## src/rtl/if_weight_loader.sv

```systemverilog
// Weight-memory load sequencer for if_network: streams host words into the
// weight port, optionally reading each one back and counting mismatches.
module if_weight_loader #(
  parameter int unsigned WEIGHT_SIZE = 32,
  parameter int unsigned NUM_LAYERS  = 1,
  parameter int unsigned RD_LAT      = 1
) (
  input  logic                   clk,
  input  logic                   rst,
  input  logic                   cmd_valid,
  output logic                   cmd_ready,
  input  logic [3:0]             cmd_layer,
  input  logic [27:0]            cmd_base,
  input  logic [27:0]            cmd_count,
  input  logic                   cmd_verify,
  input  logic                   wdata_valid,
  output logic                   wdata_ready,
  input  logic [WEIGHT_SIZE-1:0] wdata,
  output logic [31:0]            mem_addr,
  output logic [WEIGHT_SIZE-1:0] mem_din,
  output logic                   mem_wen,
  input  logic [WEIGHT_SIZE-1:0] mem_dout,
  output logic                   net_hold,
  output logic                   busy,
  output logic                   done,
  output logic                   err_layer,
  output logic [15:0]            err_count
);

  typedef enum logic [2:0] {
    S_IDLE,
    S_WRITE,
    S_READ,
    S_WAIT,
    S_CHECK,
    S_DONE
  } state_t;

  localparam logic [2:0] WAIT_LAST = (RD_LAT > 1) ? 3'(RD_LAT - 2) : 3'd0;

  state_t                 state_q, state_d;
  logic [3:0]             layer_q, layer_d;
  logic [27:0]            idx_q, idx_d;
  logic [27:0]            rem_q, rem_d;
  logic                   verify_q, verify_d;
  logic [WEIGHT_SIZE-1:0] cmp_q, cmp_d;
  logic [31:0]            addr_q, addr_d;
  logic [WEIGHT_SIZE-1:0] din_q, din_d;
  logic                   wen_q, wen_d;
  logic                   err_layer_q, err_layer_d;
  logic [15:0]            err_cnt_q, err_cnt_d;
  logic [2:0]             wcnt_q, wcnt_d;

  always_ff @(posedge clk or posedge rst) begin
    if (rst) begin
      state_q     <= S_IDLE;
      layer_q     <= '0;
      idx_q       <= '0;
      rem_q       <= '0;
      verify_q    <= 1'b0;
      cmp_q       <= '0;
      addr_q      <= '0;
      din_q       <= '0;
      wen_q       <= 1'b0;
      err_layer_q <= 1'b0;
      err_cnt_q   <= '0;
      wcnt_q      <= '0;
    end else begin
      state_q     <= state_d;
      layer_q     <= layer_d;
      idx_q       <= idx_d;
      rem_q       <= rem_d;
      verify_q    <= verify_d;
      cmp_q       <= cmp_d;
      addr_q      <= addr_d;
      din_q       <= din_d;
      wen_q       <= wen_d;
      err_layer_q <= err_layer_d;
      err_cnt_q   <= err_cnt_d;
      wcnt_q      <= wcnt_d;
    end
  end

  always_comb begin
    state_d     = state_q;
    layer_d     = layer_q;
    idx_d       = idx_q;
    rem_d       = rem_q;
    verify_d    = verify_q;
    cmp_d       = cmp_q;
    addr_d      = addr_q;
    din_d       = din_q;
    wen_d       = 1'b0;
    err_layer_d = err_layer_q;
    err_cnt_d   = err_cnt_q;
    wcnt_d      = wcnt_q;
    wdata_ready = 1'b0;

    unique case (state_q)
      S_IDLE: begin
        if (cmd_valid) begin
          layer_d     = cmd_layer;
          idx_d       = cmd_base;
          rem_d       = cmd_count;
          verify_d    = cmd_verify;
          err_cnt_d   = '0;
          err_layer_d = 1'b0;
          // Rejected and empty commands pass through WRITE with nothing left,
          // giving them the same one-cycle drain before DONE as a normal load.
          if ({28'd0, cmd_layer} >= NUM_LAYERS) begin
            err_layer_d = 1'b1;
            rem_d       = '0;
          end
          state_d = S_WRITE;
        end
      end

      S_WRITE: begin
        wdata_ready = (rem_q != '0);
        if (rem_q == '0) begin
          state_d = S_DONE;
        end else if (wdata_valid) begin
          addr_d = {layer_q, idx_q};
          din_d  = wdata;
          wen_d  = 1'b1;
          cmp_d  = wdata;
          idx_d  = idx_q + 28'd1;
          rem_d  = rem_q - 28'd1;
          if (verify_q) begin
            state_d = S_READ;
          end
        end
      end

      S_READ: begin
        wcnt_d  = '0;
        state_d = (RD_LAT > 1) ? S_WAIT : S_CHECK;
      end

      S_WAIT: begin
        if (wcnt_q == WAIT_LAST) begin
          state_d = S_CHECK;
        end else begin
          wcnt_d = wcnt_q + 3'd1;
        end
      end

      S_CHECK: begin
        if ((mem_dout != cmp_q) && (err_cnt_q != '1)) begin
          err_cnt_d = err_cnt_q + 16'd1;
        end
        state_d = (rem_q != '0) ? S_WRITE : S_DONE;
      end

      S_DONE: begin
        state_d = S_IDLE;
      end

      default: begin
        state_d = S_IDLE;
      end
    endcase
  end

  assign cmd_ready = (state_q == S_IDLE) && !rst;
  assign busy      = (state_q != S_IDLE);
  assign net_hold  = busy;
  assign done      = (state_q == S_DONE);
  assign mem_addr  = addr_q;
  assign mem_din   = din_q;
  assign mem_wen   = wen_q;
  assign err_layer = err_layer_q;
  assign err_count = err_cnt_q;

endmodule
```

## config.mk

```make
export PLATFORM = sky130hd
export DESIGN_NAME = if_weight_loader
export DESIGN_NICKNAME = d
export VERILOG_FILES = /design/src/rtl/if_weight_loader.sv
export SDC_FILE = /design/constraint.sdc
export NUM_CORES = 1
export LEC_CHECK = 0
export ABC_AREA = 0
export CORE_ASPECT_RATIO = 1.4
export CORE_UTILIZATION = 53
export CTS_CLUSTER_SIZE = 12
export DETAILED_ROUTE_END_ITERATION = 16
export PLACE_DENSITY = 0.87
export SLEW_MARGIN = 15
export SYNTH_ARGS = -nofsm -noshare
export SYNTH_HDL_FRONTEND = slang
export SYNTH_SLANG_ARGS = --single-unit
```

## constraint.sdc

```tcl
create_clock -name clk -period 9.1 [get_ports clk]
set_input_delay 1.365 -clock clk [delete_from_list [all_inputs] [get_ports clk]]
set_output_delay 1.365 -clock clk [all_outputs]
set_load 0.005 [all_outputs]
```

After elaboration in Yosys (flattened, before gate mapping)
Cells that the tools add are included.
{"block": "totals", "elab_cells": 75, "inputBits": 129, "output_inout_bits": 87, "regBits": 149}
{"block": "op_classes", "n_bitwise": 1, "n_eq_ne": 15, "n_lt_le_gt_ge": 1, "n_reduce_logical": 17, "muxes": 26, "add_sub_neg": 4}
{"cell": "$mux W28", "count": 7}
{"cell": "$pmux W28 S2", "count": 2}
{"cell": "$mux W16", "count": 2}
{"cell": "$ne A32 B32 Y1", "count": 1}
{"cell": "$pmux W16 S2", "count": 1}
{"cell": "$add A28 B1 Y28 const B", "count": 1}
{"cell": "$logic_not A28 Y1", "count": 1}
{"cell": "$reduce_bool A28 Y1", "count": 1}
{"cell": "$sub A28 B1 Y28 const B", "count": 1}
{"cell": "$mux W3", "count": 7}
{"cell": "$add A16 B1 Y16 const B", "count": 1}
{"cell": "$ne A16 B16 Y1 const B", "count": 1}
{"cell": "$pmux W3 S5", "count": 1}
{"cell": "$ne A2 B2 Y1 const B", "count": 6}
{"cell": "$reduce_and A4 Y1", "count": 2}
{"cell": "$eq A3 B2 Y1 const B", "count": 2}
{"cell": "$eq A3 B3 Y1 const B", "count": 2}
{"cell": "$logic_not A3 Y1", "count": 2}
{"cell": "$ne A3 B3 Y1 const B", "count": 2}
{"cell": "$pmux W3 S2", "count": 1}
{"cell": "$reduce_and A3 Y1", "count": 2}
{"cell": "$reduce_bool A2 Y1", "count": 3}
{"cell": "$mux W1", "count": 5}
{"cell": "$ge A4 B1 Y1 const B", "count": 1}
{"cell": "7 further kinds", "count": 9}

Logic depth before layout (Yosys ltp)
{"block": "depth", "word_depth": 4, "depth_mapped": 10, "mapped_depth_nobuf": 8}

Least setup slack after synthesis
Ideal clock, no wire load.
{"block": "synth_path", "path_kind": "input -> register", "startpoint": "input port mem_dout[0]", "endpoint": "register err_cnt_q[13] (netlist: err_count[13])", "setup_ns": 0.078, "path_slack_ns": 6.200, "path_buffers": 1, "arrival_ns": 2.822, "t_required_ns": 9.022, "cell_stages": 7, "cell_sequence": "xnor2_1 > nand4_1 > nor4_1 > a21oi_1 > clkbuf_1 > a31o_2 > a21oi_1"}
{"block": "synth_between", "elab_chain_cells": 4}
{"item": "start: declaration", "line_no": "22", "source": "input logic [WEIGHT_SIZE-1:0] mem_dout,"}
{"item": "$ne A32 B32 Y1", "line_no": "149", "source": "if ((mem_dout != cmp_q) && (err_cnt_q != '1)) begin"}
{"item": "$logic_and A1 B1 Y1", "line_no": "149"}
{"item": "$ne A2 B2 Y1 (no source line)"}
{"item": "$reduce_and A3 Y1 (no source line)"}
{"item": "end signal: assignment", "line_no": "79", "source": "err_cnt_q <= err_cnt_d;"}
{"item": "end: declaration", "line_no": "51", "source": "logic [15:0] err_cnt_q, err_cnt_d;"}
No other way between the ends.
A chain may end at the register's enable or synchronous reset.

Worst setup path after layout
{"block": "layout_path", "startpoint": "register rem_q[0]", "endpoint": "output port wdata_ready"}
{"block": "layout_between", "elab_chain_cells": 2}
{"item": "start: declaration", "line_no": "44", "source": "logic [27:0] rem_q, rem_d;"}
{"item": "start signal: assignment", "line_no": "72", "source": "rem_q <= rem_d;"}
{"item": "$reduce_bool A28 Y1", "line_no": "119", "source": "wdata_ready = (rem_q != '0);"}
{"item": "$mux W1", "line_no": "99", "source": "unique case (state_q)"}
{"item": "end: declaration", "line_no": "17", "source": "output logic wdata_ready,"}
No other way between the ends.

==> flow_metrics.tcl <==
set metrics [dict create \
    async_flop_share_pct 100 \
    grt_pass1_vias 7609 \
    clock_latency_ps 420 \
    drt-initial-drc-count 561 \
    tns_ps 0 \
    synthTopCellsByArea "dfrtp_1 (47%), nand2_1 (12%), a21oi_1 (5.0%), o21ai_0 (4.0%), xnor2_1 (4.0%)" \
    worstRegToRegCells 10 \
    first_pass_iters 6 \
    synth_top_family_by_area "simple AND/OR/NAND/NOR gates" \
    areaGrowthSynthToFinish_pct 35.7 \
    drive_above_1_share_pct 6.08 \
    critPathRequiredTime_ps 7740 \
    seq_power_share_pct 34.0 \
    ys_types 65 \
    grtUsageMet3_pct 6.92 \
    p_switching_uw 1520 \
    clk_path_buf_depth 2 \
    dpl.hpwl_um 16600 \
    grt_util_met1_pct 34.1 \
    synth-seq-cells 149 \
    status "finished, final reports clean" \
    r2r-end "idx_q[5]$_DFFE_PP0P_" \
    htree_num_levels 4 \
    cts_tree "built" \
    cts_setup_buffers 0 \
    rr_startpoint "rem_q[0]$_DFFE_PP0P_" \
    crit_arrival_ps 2580 \
    yosys.area.top_type "dfrtp_1" \
    vias_per_cell 5.92 \
    synth_common_cells "nand2_1 (247), dfrtp_1 (149), a21oi_1 (78)" \
    endpoint "wdata_ready" \
    postRouteAntennaNets 0 \
    start_kind "register" \
    num-fill-cells 1082 \
    synth-simple-area-share_pct 24.8 \
    io_buffer_count 215 \
    finalSetupViolCount 0 \
    drv_slew 0 \
    fin_crit_ps 3950 \
    num_antenna_cells 0 \
    dieArea_um2 15300 \
    intPower_uw 2090 \
    synth_nets 1048 \
    worst_hold_path.num_cells 2 \
    synthesis.area_um2 7850 \
    synth_xor_area_share_pct 4.02 \
    yosysSeqAreaShare_pct 47.5 \
    initial_core_util_pct 54.4 \
    rsz0062_at_grt "false" \
    grt_pass1_wl_um 37600 \
    switching_share_pct 42.1 \
    critPathLaunch "rem_q[0]$_DFFE_PP0P_" \
    avgSynthCellArea_um2 8.60 \
    powerDensity_nw_per_um2 339 \
    yosys.area.top_type_share_pct 47.5 \
    worstSetupPathType "register to output port" \
    drc 0 \
    clk_pin_slew_ps 60 \
    antenna_found_initial 0 \
    fmax_ghz 0.253 \
    p_leak_uw 0.00455 \
    core_um2 14400 \
    muxShareOfSynthArea_pct 1.08 \
    clock-sinks 149 \
    synthCells 913 \
    rows 52 \
    wl_per_cell_um 17.9 \
    top_usage_layer "met2" \
    gp_congestion 0.917 \
    final_hold_viol_count 0 \
    power.share.clock_pct 19.1 \
    die_h_um 146 \
    grt-ovfl-total 0 \
    synth_compound_area_share_pct 17.7 \
    dr_total_vias 7740 \
    endpoint_kind "output port" \
    post-route-period-util_pct 43.4 \
    relSlewSlack_pct 16.8 \
    placed_area_um2 10100 \
    ir_drop_mv 0.236 \
    grt_max_degree 80 \
    cap_viol_max_count 0 \
    min_path_type "register to register" \
    track_usage_pct 31.2 \
    reg2reg_setup_slack_ps 5680 \
    dieWidth_um 105 \
    p_total_uw 3610 \
    synth_most_common_cell "nand2_1" \
    synthAdderAreaFrac_pct 0.956 \
    cts_buffers 17 \
    met2_usage_pct 57.0 \
    io_pins 216 \
    clock_skew_ps 8.46 \
    tightestPinTransition_ps 1240 \
    wl_um 23400 \
    yosysWarnings 0 \
    cts_root_buffer "clkbuf_16" \
    worstPathMaxFanout 5 \
    ctsResizeCount 0 \
    final_area_um2 10700 \
    synth_edf_count 0 \
    ys.flop_type "dfrtp_1" \
    fin_nets 1240 \
    p_comb_share_pct 47.0 \
    holdBufCountCts 0 \
]
[kinds of logic after synthesis]
logic type,count (synthesis)
AND/OR/NAND/NOR,421
AO/OA/AOI/OAI,229
flip-flops,149
buffers and inverters,64
XOR/XNOR,36
multiplexers,8
adder cells (fa/ha/maj),6
[routing by layer]
layer  share of wire (%)  up-vias
li1                    -     3594
met1                  36     3714
met2                  53      368
met3                 7.9       64
met4                 3.2        0
met5                   0        -
[metrics by stage]
| stage | hold slack [ps] | utilization [%] | instances | setup slack, ps |
|---|---|---|---|---|
| floorplan | 439 | - | 913 | 3730 |
| global placement | 452 | 69.7 | 1275 | 5140 |
| detailed placement | 462 | 69.7 | 1275 | 5010 |
| CTS | 475 | 73.8 | 1307 | 5150 |
| global route | 494 | 73.8 | 1307 | 4930 |
| finish | 474 | 73.8 | 1307 | 5150 |
[critical path, cell delays in order, from the launching register on]
cell and delay (ps):
dfrtp_1 400, inv_1 160, ha_1 180, nor4b_1 300
nand4_1 260, nor2_1 290, nor2_1 120, clkdlybuf4s50_1 460
[worst min path at each step]
stage                                 start                  endpoint  slack [ps]
global route        mem_addr[2]$_DFFE_PP0P_   mem_addr[2]$_DFFE_PP0P_         490
CTS                  layer_q[1]$_DFFE_PP0P_  mem_addr[29]$_DFFE_PP0P_         470
global placement     layer_q[3]$_DFFE_PP0P_  mem_addr[31]$_DFFE_PP0P_         450
floorplan            layer_q[0]$_DFFE_PP0P_  mem_addr[28]$_DFFE_PP0P_         440
finish               layer_q[1]$_DFFE_PP0P_  mem_addr[29]$_DFFE_PP0P_         470
detailed placement  mem_addr[0]$_DFFE_PP0P_   mem_addr[0]$_DFFE_PP0P_         460
[cell type report]
| type | instances | area [um2] | area share, % |
|---|---|---|---|
| flip-flops and latches | 149 | 3730 | 35.0 |
| well taps | 189 | 236 | 2.22 |
| multi-input cells | 700 | 3840 | 36.0 |
| clock buffers | 18 | 439 | 4.12 |
| clock inverters | 14 | 143 | 1.34 |
| repair buffers | 223 | 2210 | 20.8 |
| inverters | 14 | 57.6 | 0.540 |
[power by group through the flow]
| stage | clock [uW] | sequential (uW) | combinational (uW) |
|---|---|---|---|
| 2_1_floorplan | 0 | 1170 | 1100 |
| 3_3_place_gp | 0 | 1220 | 1620 |
| 3_5_place_dp | 0 | 1230 | 1680 |
| 4_1_cts | 696 | 1220 | 1690 |
| 5_1_grt | 725 | 1250 | 1880 |
| 6_report | 688 | 1230 | 1690 |
[sequential cells by signal, summed over array words and instances (netlist names)]
register,count
mem_addr,32
mem_din,32
idx_q,28
rem_q,28
err_count,16
layer_q,4
state_q,3
wcnt_q,3
err_layer,1
mem_wen,1
verify_q,1
[cell usage in the layout (no fill, tap or decap), types with 9 or more instances in the layout]
cell type / netlist / routed
inv_1: 13 / 12
and3_1: 12 / 12
o21ai_0: 63 / 63
o22ai_1: 9 / 9
dfrtp_1: 149 / 149
a31oi_1: 11 / 11
a21oi_1: 78 / 78
nand4_1: 18 / 18
clkdlybuf4s50_1: 0 / 215
nor2_1: 48 / 48
nor3_1: 15 / 15
xnor2_1: 36 / 36
nand2_1: 247 / 247
a22oi_1: 13 / 13
nand3_1: 26 / 26
clkbuf_16: 0 / 17
Note: power is estimated with default switching activity, not from simulation.
